## src/rtl/l2norm_pkg.sv

```systemverilog
// Shared types and helpers for the L2-normalisation blocks: FSM states,
// sum-of-squares width derivation and signed saturation. Purely combinational.
package l2norm_pkg;

  typedef enum logic [2:0] {
    ST_LOAD,
    ST_REQ,
    ST_WAIT,
    ST_PRIME,
    ST_DRAIN
  } state_t;

  // Wide enough for VEC_LEN squares of the most negative element.
  function automatic int acc_width(input int data_w, input int vec_len);
    return 2 * data_w + $clog2(vec_len);
  endfunction

  function automatic logic signed [63:0] sat_signed(input logic signed [63:0] v,
                                                    input int w);
    logic signed [63:0] hi;
    logic signed [63:0] lo;
    hi = (64'sd1 <<< (w - 1)) - 64'sd1;
    lo = -(64'sd1 <<< (w - 1));
    if (v > hi) begin
      return hi;
    end else if (v < lo) begin
      return lo;
    end
    return v;
  endfunction

endpackage

```

## src/rtl/l2norm_row_sequencer_if.sv

```systemverilog
// Handshake bundle between the row sequencer and its neighbours: element
// stream in, rsqrt request/response, scaled element stream out.
interface l2norm_row_sequencer_if
  import l2norm_pkg::*;
#(
  parameter int DATA_W  = 16,
  parameter int VEC_LEN = 16,
  parameter int SCALE_W = 16
);
  localparam int ACC_W = acc_width(DATA_W, VEC_LEN);

  logic                     in_valid;
  logic                     in_ready;
  logic signed [DATA_W-1:0] in_data;
  logic                     rsq_req_valid;
  logic                     rsq_req_ready;
  logic [ACC_W-1:0]         rsq_operand;
  logic                     rsq_resp_valid;
  logic [SCALE_W-1:0]       rsq_scale;
  logic                     out_valid;
  logic                     out_ready;
  logic signed [DATA_W-1:0] out_data;
  logic                     out_last;
  logic                     busy;

  modport master (
    input  in_valid, in_data, rsq_req_ready, rsq_resp_valid, rsq_scale, out_ready,
    output in_ready, rsq_req_valid, rsq_operand, out_valid, out_data, out_last, busy
  );

  modport slave (
    output in_valid, in_data, rsq_req_ready, rsq_resp_valid, rsq_scale, out_ready,
    input  in_ready, rsq_req_valid, rsq_operand, out_valid, out_data, out_last, busy
  );

endinterface

```

## src/rtl/l2norm_scale_sat.sv

```systemverilog
// Signed element times unsigned scale, saturated back to DATA_W.
// Combinational, no handshake; the caller registers the result.
module l2norm_scale_sat
  import l2norm_pkg::*;
#(
  parameter int DATA_W  = 16,
  parameter int SCALE_W = 16
) (
  input  logic signed [DATA_W-1:0] i_elem,
  input  logic [SCALE_W-1:0]       i_scale,
  output logic signed [DATA_W-1:0] o_data
);
  localparam int PROD_W = DATA_W + SCALE_W + 1;

  logic signed [PROD_W-1:0] w_prod;
  logic signed [63:0]       w_prod_ext;

  // Extra zero MSB keeps the scale non-negative in the signed product.
  assign w_prod     = i_elem * $signed({1'b0, i_scale});
  assign w_prod_ext = 64'(w_prod);
  assign o_data     = DATA_W'(sat_signed(w_prod_ext, DATA_W));

endmodule

```

## src/rtl/l2norm_row_sequencer.sv

```systemverilog
// Buffers one vector, sends its sum of squares to the rsqrt unit, replays it scaled.
// Request 1 cycle after last accept; output 2 cycles after response; stalls hold out_data.
module l2norm_row_sequencer
  import l2norm_pkg::*;
#(
  parameter int DATA_W     = 16,
  parameter int VEC_LEN    = 16,
  parameter int SCALE_W    = 16,
  parameter int SCALE_FRAC = 14
) (
  input  logic                  clk,
  input  logic                  rst,
  l2norm_row_sequencer_if.master bus
);
  localparam int ACC_W = acc_width(DATA_W, VEC_LEN);
  localparam int PTR_W = $clog2(VEC_LEN);
  localparam logic [PTR_W-1:0] LAST_IDX = PTR_W'(VEC_LEN - 1);

  if (VEC_LEN < 2 || (VEC_LEN & (VEC_LEN - 1)) != 0 || SCALE_FRAC > SCALE_W) begin : g_bad_param
    $error("l2norm_row_sequencer: illegal parameter combination");
  end

  state_t                   r_state;
  state_t                   w_state_nxt;
  logic signed [DATA_W-1:0] r_buf [VEC_LEN];
  logic [PTR_W-1:0]         r_wr_ptr;
  logic [PTR_W-1:0]         r_rd_ptr;
  logic [ACC_W-1:0]         r_acc;
  logic [SCALE_W-1:0]       r_scale;
  logic                     r_out_vld;
  logic                     r_out_last;
  logic signed [DATA_W-1:0] r_out_dat;

  logic                       w_in_rdy;
  logic                       w_in_acc;
  logic                       w_last_in;
  logic                       w_out_hs;
  logic                       w_req_vld;
  logic [ACC_W-1:0]           w_operand;
  logic signed [2*DATA_W-1:0] w_sq;
  logic [ACC_W-1:0]           w_acc_nxt;
  logic signed [DATA_W-1:0]   w_scaled;

  assign w_in_rdy  = (r_state == ST_LOAD) && !rst;
  assign w_in_acc  = bus.in_valid && w_in_rdy;
  assign w_last_in = w_in_acc && (r_wr_ptr == LAST_IDX);
  assign w_out_hs  = r_out_vld && bus.out_ready;
  assign w_sq      = bus.in_data * bus.in_data;
  assign w_acc_nxt = r_acc + ACC_W'($unsigned(w_sq));

  // The read pointer is zero whenever PRIME runs, so it also selects element 0.
  l2norm_scale_sat #(
    .DATA_W (DATA_W),
    .SCALE_W(SCALE_W)
  ) u_scale_sat (
    .i_elem (r_buf[r_rd_ptr]),
    .i_scale(r_scale),
    .o_data (w_scaled)
  );

  always_ff @(posedge clk) begin
    if (rst) begin
      r_state <= ST_LOAD;
    end else begin
      r_state <= w_state_nxt;
    end
  end

  always_comb begin
    w_state_nxt = r_state;
    w_req_vld   = 1'b0;
    w_operand   = '0;
    case (r_state)
      ST_LOAD: begin
        if (w_last_in) begin
          w_state_nxt = (w_acc_nxt == '0) ? ST_PRIME : ST_REQ;
        end
      end
      ST_REQ: begin
        w_req_vld = 1'b1;
        w_operand = r_acc;
        if (bus.rsq_req_ready) begin
          w_state_nxt = ST_WAIT;
        end
      end
      ST_WAIT: begin
        if (bus.rsq_resp_valid) begin
          w_state_nxt = ST_PRIME;
        end
      end
      ST_PRIME: begin
        w_state_nxt = ST_DRAIN;
      end
      ST_DRAIN: begin
        if (w_out_hs && r_out_last) begin
          w_state_nxt = ST_LOAD;
        end
      end
      default: begin
        w_state_nxt = ST_LOAD;
      end
    endcase
  end

  always_ff @(posedge clk) begin
    if (w_in_acc) begin
      r_buf[r_wr_ptr] <= bus.in_data;
    end
  end

  always_ff @(posedge clk) begin
    if (rst) begin
      r_wr_ptr   <= '0;
      r_rd_ptr   <= '0;
      r_acc      <= '0;
      r_scale    <= '0;
      r_out_vld  <= 1'b0;
      r_out_last <= 1'b0;
      r_out_dat  <= '0;
    end else begin
      case (r_state)
        ST_LOAD: begin
          if (w_in_acc) begin
            r_wr_ptr <= r_wr_ptr + 1'b1;
            r_acc    <= w_acc_nxt;
            // An all-zero vector skips the rsqrt unit and replays as zeros.
            if (w_last_in && (w_acc_nxt == '0)) begin
              r_scale <= '0;
            end
          end
        end
        ST_WAIT: begin
          if (bus.rsq_resp_valid) begin
            r_scale <= bus.rsq_scale;
          end
        end
        ST_PRIME: begin
          r_out_vld  <= 1'b1;
          r_out_dat  <= w_scaled;
          r_out_last <= 1'b0;
          r_rd_ptr   <= PTR_W'(1);
        end
        ST_DRAIN: begin
          if (w_out_hs) begin
            if (r_out_last) begin
              r_out_vld  <= 1'b0;
              r_out_last <= 1'b0;
              r_out_dat  <= '0;
              r_acc      <= '0;
              r_wr_ptr   <= '0;
              r_rd_ptr   <= '0;
            end else begin
              r_out_dat  <= w_scaled;
              r_out_last <= (r_rd_ptr == LAST_IDX);
              r_rd_ptr   <= r_rd_ptr + 1'b1;
            end
          end
        end
        default: begin
        end
      endcase
    end
  end

  assign bus.in_ready      = w_in_rdy;
  assign bus.rsq_req_valid = w_req_vld;
  assign bus.rsq_operand   = w_operand;
  assign bus.out_valid     = r_out_vld;
  assign bus.out_data      = r_out_dat;
  assign bus.out_last      = r_out_last;
  assign bus.busy          = !((r_state == ST_LOAD) && (r_wr_ptr == '0));

endmodule

```

## src/flat_wrapper.sv

```systemverilog
// flat-port wrapper written by rule: the top's interface ports become plain ports
module l2norm_row_sequencer_flat import l2norm_pkg::*;
#(
  parameter int DATA_W     = 16,
  parameter int VEC_LEN    = 16,
  parameter int SCALE_W    = 16,
  parameter int SCALE_FRAC = 14
)
  (clk, rst, bus_in_valid, bus_in_data, bus_rsq_req_ready, bus_rsq_resp_valid, bus_rsq_scale, bus_out_ready, bus_in_ready, bus_rsq_req_valid, bus_rsq_operand, bus_out_valid, bus_out_data, bus_out_last, bus_busy);
  l2norm_row_sequencer_if #(.DATA_W(DATA_W), .VEC_LEN(VEC_LEN), .SCALE_W(SCALE_W)) bus_i ();
  input  logic clk;
  input  logic rst;
  input wire logic [$bits(bus_i.in_valid)-1:0] bus_in_valid;
  input wire logic [$bits(bus_i.in_data)-1:0] bus_in_data;
  input wire logic [$bits(bus_i.rsq_req_ready)-1:0] bus_rsq_req_ready;
  input wire logic [$bits(bus_i.rsq_resp_valid)-1:0] bus_rsq_resp_valid;
  input wire logic [$bits(bus_i.rsq_scale)-1:0] bus_rsq_scale;
  input wire logic [$bits(bus_i.out_ready)-1:0] bus_out_ready;
  output wire logic [$bits(bus_i.in_ready)-1:0] bus_in_ready;
  output wire logic [$bits(bus_i.rsq_req_valid)-1:0] bus_rsq_req_valid;
  output wire logic [$bits(bus_i.rsq_operand)-1:0] bus_rsq_operand;
  output wire logic [$bits(bus_i.out_valid)-1:0] bus_out_valid;
  output wire logic [$bits(bus_i.out_data)-1:0] bus_out_data;
  output wire logic [$bits(bus_i.out_last)-1:0] bus_out_last;
  output wire logic [$bits(bus_i.busy)-1:0] bus_busy;
  assign bus_i.in_valid = bus_in_valid;
  assign bus_i.in_data = bus_in_data;
  assign bus_i.rsq_req_ready = bus_rsq_req_ready;
  assign bus_i.rsq_resp_valid = bus_rsq_resp_valid;
  assign bus_i.rsq_scale = bus_rsq_scale;
  assign bus_i.out_ready = bus_out_ready;
  assign bus_in_ready = bus_i.in_ready;
  assign bus_rsq_req_valid = bus_i.rsq_req_valid;
  assign bus_rsq_operand = bus_i.rsq_operand;
  assign bus_out_valid = bus_i.out_valid;
  assign bus_out_data = bus_i.out_data;
  assign bus_out_last = bus_i.out_last;
  assign bus_busy = bus_i.busy;
  l2norm_row_sequencer #(.DATA_W(DATA_W), .VEC_LEN(VEC_LEN), .SCALE_W(SCALE_W), .SCALE_FRAC(SCALE_FRAC)) u_core (.clk(clk), .rst(rst), .bus(bus_i));
endmodule
```

## config.mk

```make
export PLATFORM = sky130hd
export DESIGN_NAME = l2norm_row_sequencer_flat
export DESIGN_NICKNAME = d
export VERILOG_FILES = /design/src/rtl/l2norm_pkg.sv /design/src/rtl/l2norm_row_sequencer_if.sv /design/src/rtl/l2norm_scale_sat.sv /design/src/rtl/l2norm_row_sequencer.sv /design/src/flat_wrapper.sv
export SDC_FILE = /design/constraint.sdc
export NUM_CORES = 2
export LEC_CHECK = 0
export ABC_AREA = 1
export CAP_MARGIN = 30
export CORE_ASPECT_RATIO = 1.25
export CORE_MARGIN = 4
export CORE_UTILIZATION = 45
export DETAILED_ROUTE_END_ITERATION = 6
export HOLD_SLACK_MARGIN = 0.08
export PLACE_DENSITY = 0.6
export SLEW_MARGIN = 20
export SYNTH_ARGS = -nofsm -noshare
export SYNTH_HDL_FRONTEND = slang
export SYNTH_SLANG_ARGS = --single-unit
```

## constraint.sdc

```tcl
create_clock -name clk -period 11.8 [get_ports clk]
set_clock_uncertainty 0.1 [all_clocks]
set_input_delay 2.36 -clock clk [delete_from_list [all_inputs] [get_ports clk]]
set_output_delay 2.36 -clock clk [all_outputs]
set_load 0.1 [all_outputs]
```

==> run summary <==
Run status: finished, final reports clean
Slew headroom: 30.0%
Worst min path class: flip-flop to flip-flop
Final antenna-violating net count: 0
Setup Fix Bufs, Post-CTS: 0
Reg-to-reg setup timing slack: 2.53 ns
Share of the yosys chip area belonging to registers: 26.8%
FMAX: 89.8 MHz
Clock-pin slew on the worst setup and hold paths: 0.06 ns
Top cell family by delay on the critical path: adder cells
Hold_ws: 0.368 ns
Avg WL per Cell: 17.9 µm
P&R area growth vs syn: 10.5%
Ant diodes: 0
Synth top cells by count: inv_1, nand2_1, fa_1, nor2_1, edfxtp_1
Crit end category: flip-flop
Tot GR Track Use: 23.4%
Post-synth EDFFs: 256
Die Y: 320 µm
RSZ-0062 raised after global routing: false
Largest net degree at the start of global routing: 63
Max Root-Sink Buffers: 3
Cell area after synthesis: 35000 µm²
CTS Sinks: 341
Synth unique cells: 43
Hold Buf Count CTS: 0
Core area: 77200 µm²
Final nets: 5005
Critical Path AT: 11.54 ns
Least-Margin Pin Slew: 1.05 ns
CP Max Fanout: 30
TritonCTS clock tree: built
Minimum clock period: 11.13 ns
Root buf cell: clkbuf_16
Share of post-route cells with drive strength above 1: 4.02%
Post-synthesis async set-or-reset flop share: 0%
Worst-Skew Late Latency: 0.58 ns
Most common cell in the netlist: inv_1
Worst EP required: 12.21 ns
CP max-delay cell: clkdlybuf4s50_1
H-tree level count: 2
Die area: 82300 µm²
Via count: 26900
Critical path buffers and inverters: 3
Final Hold Fails: 0
Synth area leader: fa_1
Final wirelength: 96200 µm
FF+latch count, synth: 341
DRT iter0 DRCs: 1631
Initial Utilization: 45.3%
Synth warnings: 0
Max incr delay on CP: 0.85 ns
# Max-Cap Violations: 0
Cells after synthesis: 4206
Syn_area_per_cell: 8.32 µm²
Core Rows: 114
Setup violations, final: 0
Pre-antenna DRT Iters: 5
Initial antenna violation count: 0
Pins over their slew limit: 0
Io pins: 95
Crit. Startpoint: bus_in_data[5]
Buffers on Ports: 94
Cts bufs inserted: 38
DRC viols: 0
Overflow after GRT: 0
Post-Syn Nets: 4916
Top cell type's share of synthesized area: 24.9%
First-pass GRT wire length: 151000 µm
Setup Crit Path Kind: input port to flip-flop
PostCTS Resize Cnt: 0
Worst Setup Start Kind: input port
Primary FF master, synth: edfxtp_1
Die width: 257 µm
Vias in the first global route: 27200
Fillers: 7514
Worst min-delay path startpoint: u_core.bus.out_data[3]
Final HPWL DP: 76000 µm
RD Place Congestion: 0.937
Ranking of synthesized cells by area: fa_1, edfxtp_1, inv_1
Period utilisation layout: 94.3%
Vias/cell: 5.01
Cell mode on critical path: nand2_1
[path summary, 6_finish.rpt]
| kind | end | cells past startpoint |
|---|---|---|
| setup / recovery | u_core.r_scale[1] | 36 |
| hold / removal | u_core.bus.out_data[3] | 2 |
| setup reg to reg | u_core.bus.out_data[0] | 33 |
| hold reg to reg | u_core.bus.out_data[3] | 2 |
[cell families (layout without fill, tap and decap cells)]
logic type | after synthesis | after routing | share of synthesized area [%]
and+or+nand+nor | 1547 | 1547 | 17.8
buffers and inverters | 1129 | 1247 | 12.3
adders and majority gates | 672 | 672 | 33.4
AOI/OAI and AO/OA | 385 | 385 | 6.17
DFF | 341 | 341 | 26.8
xor gates and xnor gates | 68 | 68 | 1.70
muxes | 64 | 64 | 1.83
[state kept, by name, summed over array words and instances (netlist names), named ones only]
signal                cells
u_core.r_buf            256
u_core.bus.out_valid      1
u_core.bus.out_data      16
u_core.r_rd_ptr           4
u_core.r_scale           16
u_core.r_state            3
u_core.r_wr_ptr           4
u_core.r_acc             36
u_core.bus.out_last       1
[worst register-to-register path: cells and delay by family (launching register included)]
kind / cells / cell delay (ns)
fa+ha+maj: 7 / 3.54
buf+inv: 5 / 1.50
mux: 1 / 0.20
compound gates: 2 / 0.33
flops: 1 / 0.69
simple gates: 18 / 2.74
[placed cells by master, fill, tap and decap left out, types with 7 or more instances in the layout]
cell,Yosys,layout
clkbuf_16,0,38
buf_4,1,75
dfxtp_1,85,83
nand3_1,110,110
nand2_1,960,960
nand4_1,21,21
inv_1,990,990
ha_1,236,236
o21ai_0,101,101
nor2_1,377,375
clkdlybuf4s50_1,0,91
edfxtp_1,256,256
xor2_1,39,39
o211ai_1,67,67
mux2i_1,64,64
xnor2_1,29,29
a21oi_1,187,186
nand3b_1,18,18
fa_1,436,436
clkinvlp_4,0,8
o22ai_1,7,7
nor3_1,24,24
clkinv_1,12,15
[metal layers]
metal  routed length (µm)  share of wire (%)  GRT usage, %
met5                    0                  0             0
met4                 3400                3.5          7.74
met3                 4210                4.4          2.38
met2                51000                 53          43.8
met1                37600                 39          28.1
[final cells by class]
cell class,instances,area (µm²),share of cell area [%]
clock buffer,43,980,2.54
clock inverter,26,337,0.871
inverter,1008,3780,9.79
multi-input combinational,2736,21300,55.2
sequential,341,9390,24.3
tap,1044,1310,3.38
timing repair buffer,170,1520,3.94
[metrics by stage]
step	setup slack, ns	util [%]	cells	setup TNS, ns	area (µm²)
after floorplan	1.95	-	4206	0	35000
after global placement	0.0481	48.3	5297	0	37300
after detailed placement	-0.0869	48.4	5299	-0.887	37300
after CTS	0.483	50.1	5368	0	38600
after global routing	0.0258	50.1	5368	0	38600
final	0.667	50.1	5368	0	38600
Power is left out: the tool's default activity adds up to more than one toggle a clock period on the data nets, which glitch-free logic cannot reach.
